`config.mk`:
```
export PLATFORM = sky130hd
export DESIGN_NAME = ofifo_drain_ctrl
export DESIGN_NICKNAME = d
export VERILOG_FILES = /design/src/rtl/ofifo_ctrl_pkg.sv /design/src/rtl/ofifo_drain_ctrl_rr_arbiter.sv /design/src/rtl/ofifo_drain_ctrl.sv
export SDC_FILE = /design/constraint.sdc
export NUM_CORES = 1
export LEC_CHECK = 0
export BUFFER_PORTS_ARGS = -buffer_cell sky130_fd_sc_hd__buf_2
export CAP_MARGIN = 20
export CORE_ASPECT_RATIO = 1.1
export CORE_MARGIN = 2
export CORE_UTILIZATION = 52
export CTS_CLUSTER_DIAMETER = 80
export DETAILED_ROUTE_END_ITERATION = 7
export PLACE_DENSITY = 0.79
export RECOVER_POWER = 100
export SYNTH_ARGS = -nofsm -noshare
export SYNTH_HDL_FRONTEND = slang
export SYNTH_HIERARCHICAL = 1
export SYNTH_SLANG_ARGS = --single-unit
```
`constraint.sdc`:
```
create_clock -name rd_clk -period 7.76 [get_ports rd_clk]
set_input_delay 1.552 -clock rd_clk [delete_from_list [all_inputs] [get_ports rd_clk]]
set_output_delay 1.552 -clock rd_clk [all_outputs]
set_load 0.01 [all_outputs]
```
`src/rtl/ofifo_ctrl_pkg.sv`:
```
// Shared definitions for the output-FIFO drain controller: FSM state
// encoding and drain mode constants.
package ofifo_ctrl_pkg;

  typedef enum logic [1:0] {
    IDLE  = 2'd0,
    DRAIN = 2'd1,
    DONE  = 2'd2
  } drain_state_t;

  localparam logic MODE_RR   = 1'b0;
  localparam logic MODE_LOCK = 1'b1;

endpackage

```
`src/rtl/ofifo_drain_ctrl_rr_arbiter.sv`:
```
// Combinational round-robin arbiter: grants the first requesting channel
// at or above the pointer, wrapping at col.
module rr_arbiter #(
  parameter int col = 8
) (
  input  logic [col-1:0]         req,
  input  logic [$clog2(col)-1:0] ptr,
  output logic [col-1:0]         grant,
  output logic [$clog2(col)-1:0] grant_idx,
  output logic                   valid
);

  localparam int idx_w = $clog2(col);

  logic [idx_w-1:0] cand;

  // Walk the channels starting at the pointer and grant the first requester
  always_comb begin
    grant     = '0;
    grant_idx = '0;
    valid     = 1'b0;
    cand      = '0;
    for (int i = 0; i < col; i++) begin
      cand = idx_w'((int'(ptr) + i) % col);
      if (!valid && req[cand]) begin
        valid       = 1'b1;
        grant[cand] = 1'b1;
        grant_idx   = cand;
      end
    end
  end

endmodule

```
`src/rtl/ofifo_drain_ctrl.sv`:
```
// Read-side drain controller for a bank of column output FIFOs. Issues
// read strobes, captures FIFO head data and produces registered SRAM write
// commands with an auto-incrementing address, in lockstep or round-robin.
module ofifo_drain_ctrl #(
  parameter int col    = 8,
  parameter int bw     = 16,
  parameter int addr_w = 11
) (
  input  logic                   rd_clk,
  input  logic                   reset,
  input  logic                   i_start,
  input  logic                   i_mode,
  input  logic [addr_w-1:0]      i_base_addr,
  input  logic [addr_w:0]        i_count,
  input  logic                   i_stall,
  input  logic [col-1:0]         i_empty,
  input  logic [col*bw-1:0]      i_data,
  output logic [col-1:0]         o_rd,
  output logic                   o_wen,
  output logic [addr_w-1:0]      o_waddr,
  output logic [col*bw-1:0]      o_wdata,
  output logic [$clog2(col)-1:0] o_wch,
  output logic                   o_busy,
  output logic                   o_done
);

  import ofifo_ctrl_pkg::*;

  localparam int ch_w = $clog2(col);

  drain_state_t      state_q;
  drain_state_t      state_d;
  logic              mode_q;
  logic [addr_w:0]   remaining_q;
  logic [addr_w-1:0] addr_q;
  logic [ch_w-1:0]   ptr_q;
  logic [ch_w-1:0]   ptr_next;

  logic [col-1:0]    grant;
  logic [ch_w-1:0]   grant_idx;
  logic              grant_valid;
  logic              issue;
  logic [col-1:0]    rd;
  logic [bw-1:0]     rr_lane;
  logic [col*bw-1:0] wdata_d;

  rr_arbiter #(.col(col)) u_arb (
    .req       (~i_empty),
    .ptr       (ptr_q),
    .grant     (grant),
    .grant_idx (grant_idx),
    .valid     (grant_valid)
  );

  assign rr_lane  = i_data[int'(grant_idx)*bw +: bw];
  assign ptr_next = (grant_idx == ch_w'(col - 1)) ? '0 : grant_idx + 1'b1;

  // Next-state logic and read issue; a read only fires in DRAIN with work left
  always_comb begin
    state_d = state_q;
    rd      = '0;
    issue   = 1'b0;
    case (state_q)
      IDLE: begin
        if (i_start) begin
          state_d = (i_count == '0) ? DONE : DRAIN;
        end
      end
      DRAIN: begin
        if (remaining_q == '0) begin
          state_d = DONE;
        end else if (!i_stall) begin
          if (mode_q == MODE_LOCK) begin
            if (&(~i_empty)) begin
              rd    = '1;
              issue = 1'b1;
            end
          end else if (grant_valid) begin
            rd    = grant;
            issue = 1'b1;
          end
        end
      end
      DONE: begin
        state_d = IDLE;
      end
      default: begin
        state_d = IDLE;
      end
    endcase
  end

  // Select the write payload: a full row in lockstep, one lane in round-robin
  always_comb begin
    wdata_d = '0;
    if (mode_q == MODE_LOCK) begin
      wdata_d = i_data;
    end else begin
      wdata_d[bw-1:0] = rr_lane;
    end
  end

  // FSM state register
  always_ff @(posedge rd_clk) begin
    if (reset) begin
      state_q <= IDLE;
    end else begin
      state_q <= state_d;
    end
  end

  // Job registers: latched on an accepted start, advanced on every issue
  always_ff @(posedge rd_clk) begin
    if (reset) begin
      mode_q      <= MODE_RR;
      remaining_q <= '0;
      addr_q      <= '0;
      ptr_q       <= '0;
    end else if (state_q == IDLE && i_start) begin
      mode_q      <= i_mode;
      remaining_q <= i_count;
      addr_q      <= i_base_addr;
      ptr_q       <= '0;
    end else if (issue) begin
      remaining_q <= remaining_q - 1'b1;
      addr_q      <= addr_q + 1'b1;
      if (mode_q == MODE_RR) begin
        ptr_q <= ptr_next;
      end
    end
  end

  // SRAM write command registers, one cycle behind the matching read strobe
  always_ff @(posedge rd_clk) begin
    if (reset) begin
      o_wen   <= 1'b0;
      o_waddr <= '0;
      o_wdata <= '0;
      o_wch   <= '0;
    end else begin
      o_wen <= issue;
      if (issue) begin
        o_waddr <= addr_q;
        o_wdata <= wdata_d;
        o_wch   <= (mode_q == MODE_LOCK) ? '0 : grant_idx;
      end
    end
  end

  assign o_rd   = rd;
  assign o_busy = (state_q == DRAIN);
  assign o_done = (state_q == DONE);

endmodule
```
Word level (Yosys, flattened, before mapping)
Cells that the tools add are included.
- register bits after elaboration: 172
- bits of input ports: 164
- output and inout port bits: 153
- word-level logic and storage cells: 161
- add/sub/neg operators: 10
- magnitude comparators: 16
- eq/ne operators: 5
- shifts and indexed selects: 1
- multiplexer cells: 80
- bitwise operators: 9
- reductions and logical operators: 31
- operators with widths (operator ; number):
    indexed part select 128 x 8 -> 16 bit ; 1
    2-to-1 mux 112 bit ; 1
    2-to-1 mux 8 bit ; 14
    bitwise OR 8 bit ; 7
    < comparator 3 x 4 -> 1 bit, second input constant ; 8
    2-to-1 mux 1 bit ; 30
    2-to-1 mux 3 bit ; 10
    binary-select mux 1 bit (select 3 bit) ; 8
    demux 1 bit (select 3 bit) ; 8
    greater-or-equal comparator 3 x 1 -> 1 bit, second input constant ; 8
    logical NOT 12 bit ; 2
    2-to-1 mux 12 bit ; 2
    2-to-1 mux 11 bit ; 2
    logical AND 1 bit ; 16
    2-to-1 mux 16 bit ; 1
    adder 3 bit, second input constant ; 4
    subtractor 12 x 1 -> 12 bit, second input constant ; 1
    adder 11 x 1 -> 11 bit, second input constant ; 1
    NOT 8 bit ; 1
    AND reduction 8 bit ; 1
    logical NOT 1 bit ; 7
    adder 3 x 1 -> 3 bit, second input constant ; 2
    adder 3 x 2 -> 3 bit, second input constant ; 2
    2-to-1 mux 2 bit ; 3
    other kinds (11) ; 12

Depth between registers and ports, before layout
- depth in word-level cells: 32
- gate-level depth with buffers: 19
- gate-level depth less buffers: 12

Hierarchy
Netlist, hierarchy kept.
- by module, submodules not included (module ; instances ; cells each ; area an instance (um^2) ; seq. area each (um^2)):
    ofifo_drain_ctrl ; 1 ; 941 ; 7993.9 ; 3443.3
    rr_arbiter ; 1 ; 139 ; 1241.2 ; 0.0

Worst setup path before layout
OpenSTA, ideal clock, no wires.
- path kind: input -> output
- from: input i_empty[6]
- to: output o_rd[0]
- arrival: 3.944 ns
- required time: 6.208 ns
- setup slack: 2.264 ns
- stages: 14
- path buffers: 4
- cells stage by stage: inv_1 mux2i_1 mux4_2 nand4_2 buf_6 nor2_1 nand3_1 nor3b_1 a31oi_1 or3_1 buf_4 buf_6 buf_4 nor2_1
- cells in the longest elaborated chain, start to end: 30
- elaborated cells between the ends (all ways): 61
- classes of those cells: mux (38); bitwise (8); reduce/logical (15)
- RTL lines (element ; line ; source):
    start, declared ; ofifo_drain_ctrl.sv:16 ; input logic [col-1:0] i_empty,
    NOT 8 bit * ; ofifo_drain_ctrl.sv:48 ; .req (~i_empty),
    binary-select mux 1 bit (select 3 bit) ; ofifo_drain_ctrl_rr_arbiter.sv:25 ; if (!valid && req[cand]) begin
    2-to-1 mux 1 bit (implied by the code) ; ofifo_drain_ctrl_rr_arbiter.sv:25 ;
    2-to-1 mux 1 bit ; ofifo_drain_ctrl_rr_arbiter.sv:25 ;
    logical NOT 1 bit ; ofifo_drain_ctrl_rr_arbiter.sv:25 ;
    logical AND 1 bit ; ofifo_drain_ctrl_rr_arbiter.sv:25 ;
    2-to-1 mux 1 bit ; ofifo_drain_ctrl_rr_arbiter.sv:25 ;
    logical NOT 1 bit ; ofifo_drain_ctrl_rr_arbiter.sv:25 ;
    [... 15 more ...] ; n/a ;
    logical AND 1 bit ; ofifo_drain_ctrl_rr_arbiter.sv:25 ;
    2-to-1 mux 1 bit * ; ofifo_drain_ctrl_rr_arbiter.sv:25 ;
    via grant_valid ; ofifo_drain_ctrl.sv:41 ; logic grant_valid;
    2-to-1 mux 8 bit * ; ofifo_drain_ctrl.sv:78 ; end else if (grant_valid) begin
    2-to-1 mux 8 bit * ; ofifo_drain_ctrl.sv:73 ; if (mode_q == MODE_LOCK) begin
    2-to-1 mux 8 bit * ; ofifo_drain_ctrl.sv:72 ; end else if (!i_stall) begin
    2-to-1 mux 8 bit * ; ofifo_drain_ctrl.sv:70 ; if (remaining_q == '0) begin
    2-to-1 mux 8 bit * ; ofifo_drain_ctrl.sv:63 ; case (state_q)
    end, declared ; ofifo_drain_ctrl.sv:18 ; output logic [col-1:0] o_rd,
The timed path passes the listed nets; every way through them passes the cells marked *. The select of a mux whose other input is x is not followed.

Worst setup path in the final report
- from: register ptr_q[0]
- to: output o_rd[2]
- cells in the longest elaborated chain, start to end: 29
- elaborated cells between the ends (all ways): 105
- classes of those cells: add/sub (7); order compare (16); mux (53); bitwise (7); reduce/logical (22)
- RTL lines (element ; line ; source):
    start, declared ; ofifo_drain_ctrl.sv:36 ; logic [ch_w-1:0] ptr_q;
    start signal, assigned ; ofifo_drain_ctrl.sv:128 ; ptr_q <= ptr_next;
    branches (longest 23 deep; another with adder 3 x 1 -> 3 bit) ; n/a ;
    2-to-1 mux 1 bit * ; ofifo_drain_ctrl_rr_arbiter.sv:25 ;
    via grant_valid ; ofifo_drain_ctrl.sv:41 ;
    2-to-1 mux 8 bit * ; ofifo_drain_ctrl.sv:78 ;
    2-to-1 mux 8 bit * ; ofifo_drain_ctrl.sv:73 ;
    2-to-1 mux 8 bit * ; ofifo_drain_ctrl.sv:72 ;
    2-to-1 mux 8 bit * ; ofifo_drain_ctrl.sv:70 ;
    2-to-1 mux 8 bit * ; ofifo_drain_ctrl.sv:63 ;
Mark *: on every way through the listed nets, which the timed path passes. The select of a mux whose other input is x is not followed.

==> results.ini <==
[outcome]
outcome=finished with violations
violations=max-capacitance violations, max-slew violations

[placed_design]
gp_congestion=0.892
io_buffers=316
post-dp-hpwl_microns=22800
dp_slack_ns=1.75

[pwr]
p_leak_nw=3.88
clkPwrFrac=0.380
vdd_drop_max_mv=0.151
seqPwrFrac=0.405
power_density_nw_per_um2=208
intPower_mw=1.58
p_switching_mw=0.744
swShare=0.320
combPwrFrac=0.216

[drt]
drt_iter0_markers=831
wl_per_cell_microns=20.2
routed_wirelength_microns=32000
avgViaCountPerCell=5.98
firstDrtPassIters=7
ant_nets=0
vias=9466
drcViolationCount=0

[clock_tree]
numCtsBuffers=17
cts.htree.levels=4
post_cts_buffers=0
clk_latency_ns=0.43
cts_buffer_depth=2
ctsHoldBuffers=0
post_cts_resized=0
cts_tree=built
cts_num_sinks=172
path_clk_slew_ns=0.07
root_buffer=clkbuf_16

[worst_hold_path]
worstHoldPathType=reg2reg
holdPathStages=2

[finish]
utilization=0.637
area_growth_pct=21.1
seq_area_sq_um=3450
fillerInstances=1596
nNetsFinal=1504
drive_gt1_frac=0.216
multi_input_area_sq_um=5240

[synth]
async_reset_ff_frac=0
yosysTopAreaCell=dfxtp_1
ys_seq_area_frac=0.373
synth_top_area_frac=0.373
synth-seq-cells=172
yosys-top-cells-count=nand2_1, dfxtp_1, a21oi_1
synth_area_leaders=dfxtp_1, mux4_2, a21oi_1
syn_inst=1080
yosysWarnings=6
synthFlopType=dfxtp_1
synth_most_common_cell=nand2_1
synthDistinctLibCells=69
synth.avg_cell_area_sq_um=8.55
synth_edf_count=0
synth_nets=1255
synth_area_sq_um=9240

[timing]
slew_headroom=-1.72
setup_violations=0
rsz0062_at_grt=no
max_slew.worst_pin.slew_ns=4.07
finClkSkew_ns=0.0174
fin_setup_tns_ns=0
hold_viol=0
worst_slack_ns=1.20
post-route-period-util=0.846
fmax_mhz=152
slew_viol_final=173
fin_crit_ns=6.56

[floorplanning]
die_h_microns=144
core_area_sq_um=17500
rows=51
start_util=0.526
ioPinCount=317
design.die.area_sq_um=18800
die_w_microns=131

[setup_path]
r2r_slack_ns=1.30
arrival_ns=5.01
r2r_cells=15
crit_fanout=24
critPathCaptureType=output pin
worst-setup-path-type=reg2out
crit_required_ns=6.21
start_kind=flop

[run]
drv_cap=2

[global_routing]
grt_max_degree=159
grt_first_pass_wirelength_microns=47800
grt_pass1_vias=8793
grtUsageTotal=0.332
antenna_found_initial=6
gr-total-overflow=0

metal layers:
| metal | GRT usage | part of all wire | vias to the layer above |
|---|---|---|---|
| met1 | 0.420 | 0.38 | 4531 |
| li1 | - | - | 4399 |
| met2 | 0.540 | 0.50 | 443 |
| met5 | 0 | 0.00031 | - |
| met4 | 0.154 | 0.045 | 2 |
| met3 | 0.0719 | 0.082 | 91 |
worst max-delay path, cell delays in order (launching register included):
cell,delay (ns)
dfxtp_1,0.31
buf_4,0.32
clkinv_1,0.32
ha_1,0.75
inv_1,0.33
mux4_2,0.50
nand4_1,0.44
nor2_1,0.28
nand3_1,0.12
nor3b_1,0.16
a31oi_1,0.31
or3_1,0.47
nor2_1,0.12
clkbuf_1,0.15
cells in the final DEF, fill, tap and decap left out, types with 5 or more instances in the layout:
cell and n:
a211oi_1 6, a21oi_1 163, a31oi_1 11, buf_2 161, buf_4 8, clkbuf_1 155, clkbuf_16 17, clkinv_8 5
dfxtp_1 171, ha_1 11, inv_1 22, mux2_2 24, mux2i_1 14, mux4_2 44, nand2_1 187, nand2b_1 22
nand3_1 124, nand3b_1 6, nor2_1 35, nor3_1 12, nor4_1 6, o211ai_1 25, o21ai_0 5, or3_1 12
power groups by stage:
| stage | Sequential [mW] | Combinational [mW] | Clock, mW |
|---|---|---|---|
| 2_1_floorplan | 0.955 | 0.348 | 0 |
| 3_3_place_gp | 0.961 | 0.497 | 0 |
| 3_5_place_dp | 0.962 | 0.501 | 0 |
| 4_1_cts | 0.941 | 0.503 | 0.896 |
| 5_1_grt | 0.947 | 0.541 | 0.930 |
| 6_report | 0.943 | 0.502 | 0.884 |
cell type report:
cell class              instances  area share
repair buffers                327       0.133
well taps                     238      0.0266
clock buffers                  17      0.0380
inverters                      23     0.00772
multi-input cells             788       0.468
clock inverters                15      0.0176
flip-flops and latches        172       0.308
diodes                          4    0.000895
flip-flops by register name (all words and copies together) (netlist names):
name         cells
ptr_q            3
o_wen            1
o_wdata        128
addr_q          11
mode_q           1
remaining_q     12
o_waddr         11
o_wch            3
state_q          2
stage by stage:
stage	instances	hold WS [ns]	cell area (sq um)	power, mW
final	1584	0.454	11200	2.33
after floorplan	1080	0.445	9240	1.30
after detailed placement	1547	0.440	10800	1.46
after global placement	1547	0.435	10800	1.46
after global routing	1584	0.470	11200	2.42
after CTS	1579	0.452	11400	2.34
kinds of logic (layout without fill, tap and decap cells):
kind of cell | after synthesis | in the layout | share of synthesized area
and+or+nand+nor | 428 | 428 | 0.220
AOI/OAI and AO/OA | 260 | 260 | 0.168
DFF | 172 | 172 | 0.373
buffers and inverters | 120 | 382 | 0.0625
muxes | 85 | 85 | 0.157
adders and majority gates | 11 | 11 | 0.0149
xor gates and xnor gates | 4 | 4 | 0.00461
other | 0 | 4 | 0
path summary, 6_finish.rpt:
kind                                    end   startpoint
worst max register to register  o_wdata[73]     ptr_q[0]
worst min register to register  o_wdata[60]  o_wdata[60]
worst max-delay path                o_rd[2]     ptr_q[0]
worst min-delay path            o_wdata[60]  o_wdata[60]
Note: power is estimated with default switching activity, not from simulation.
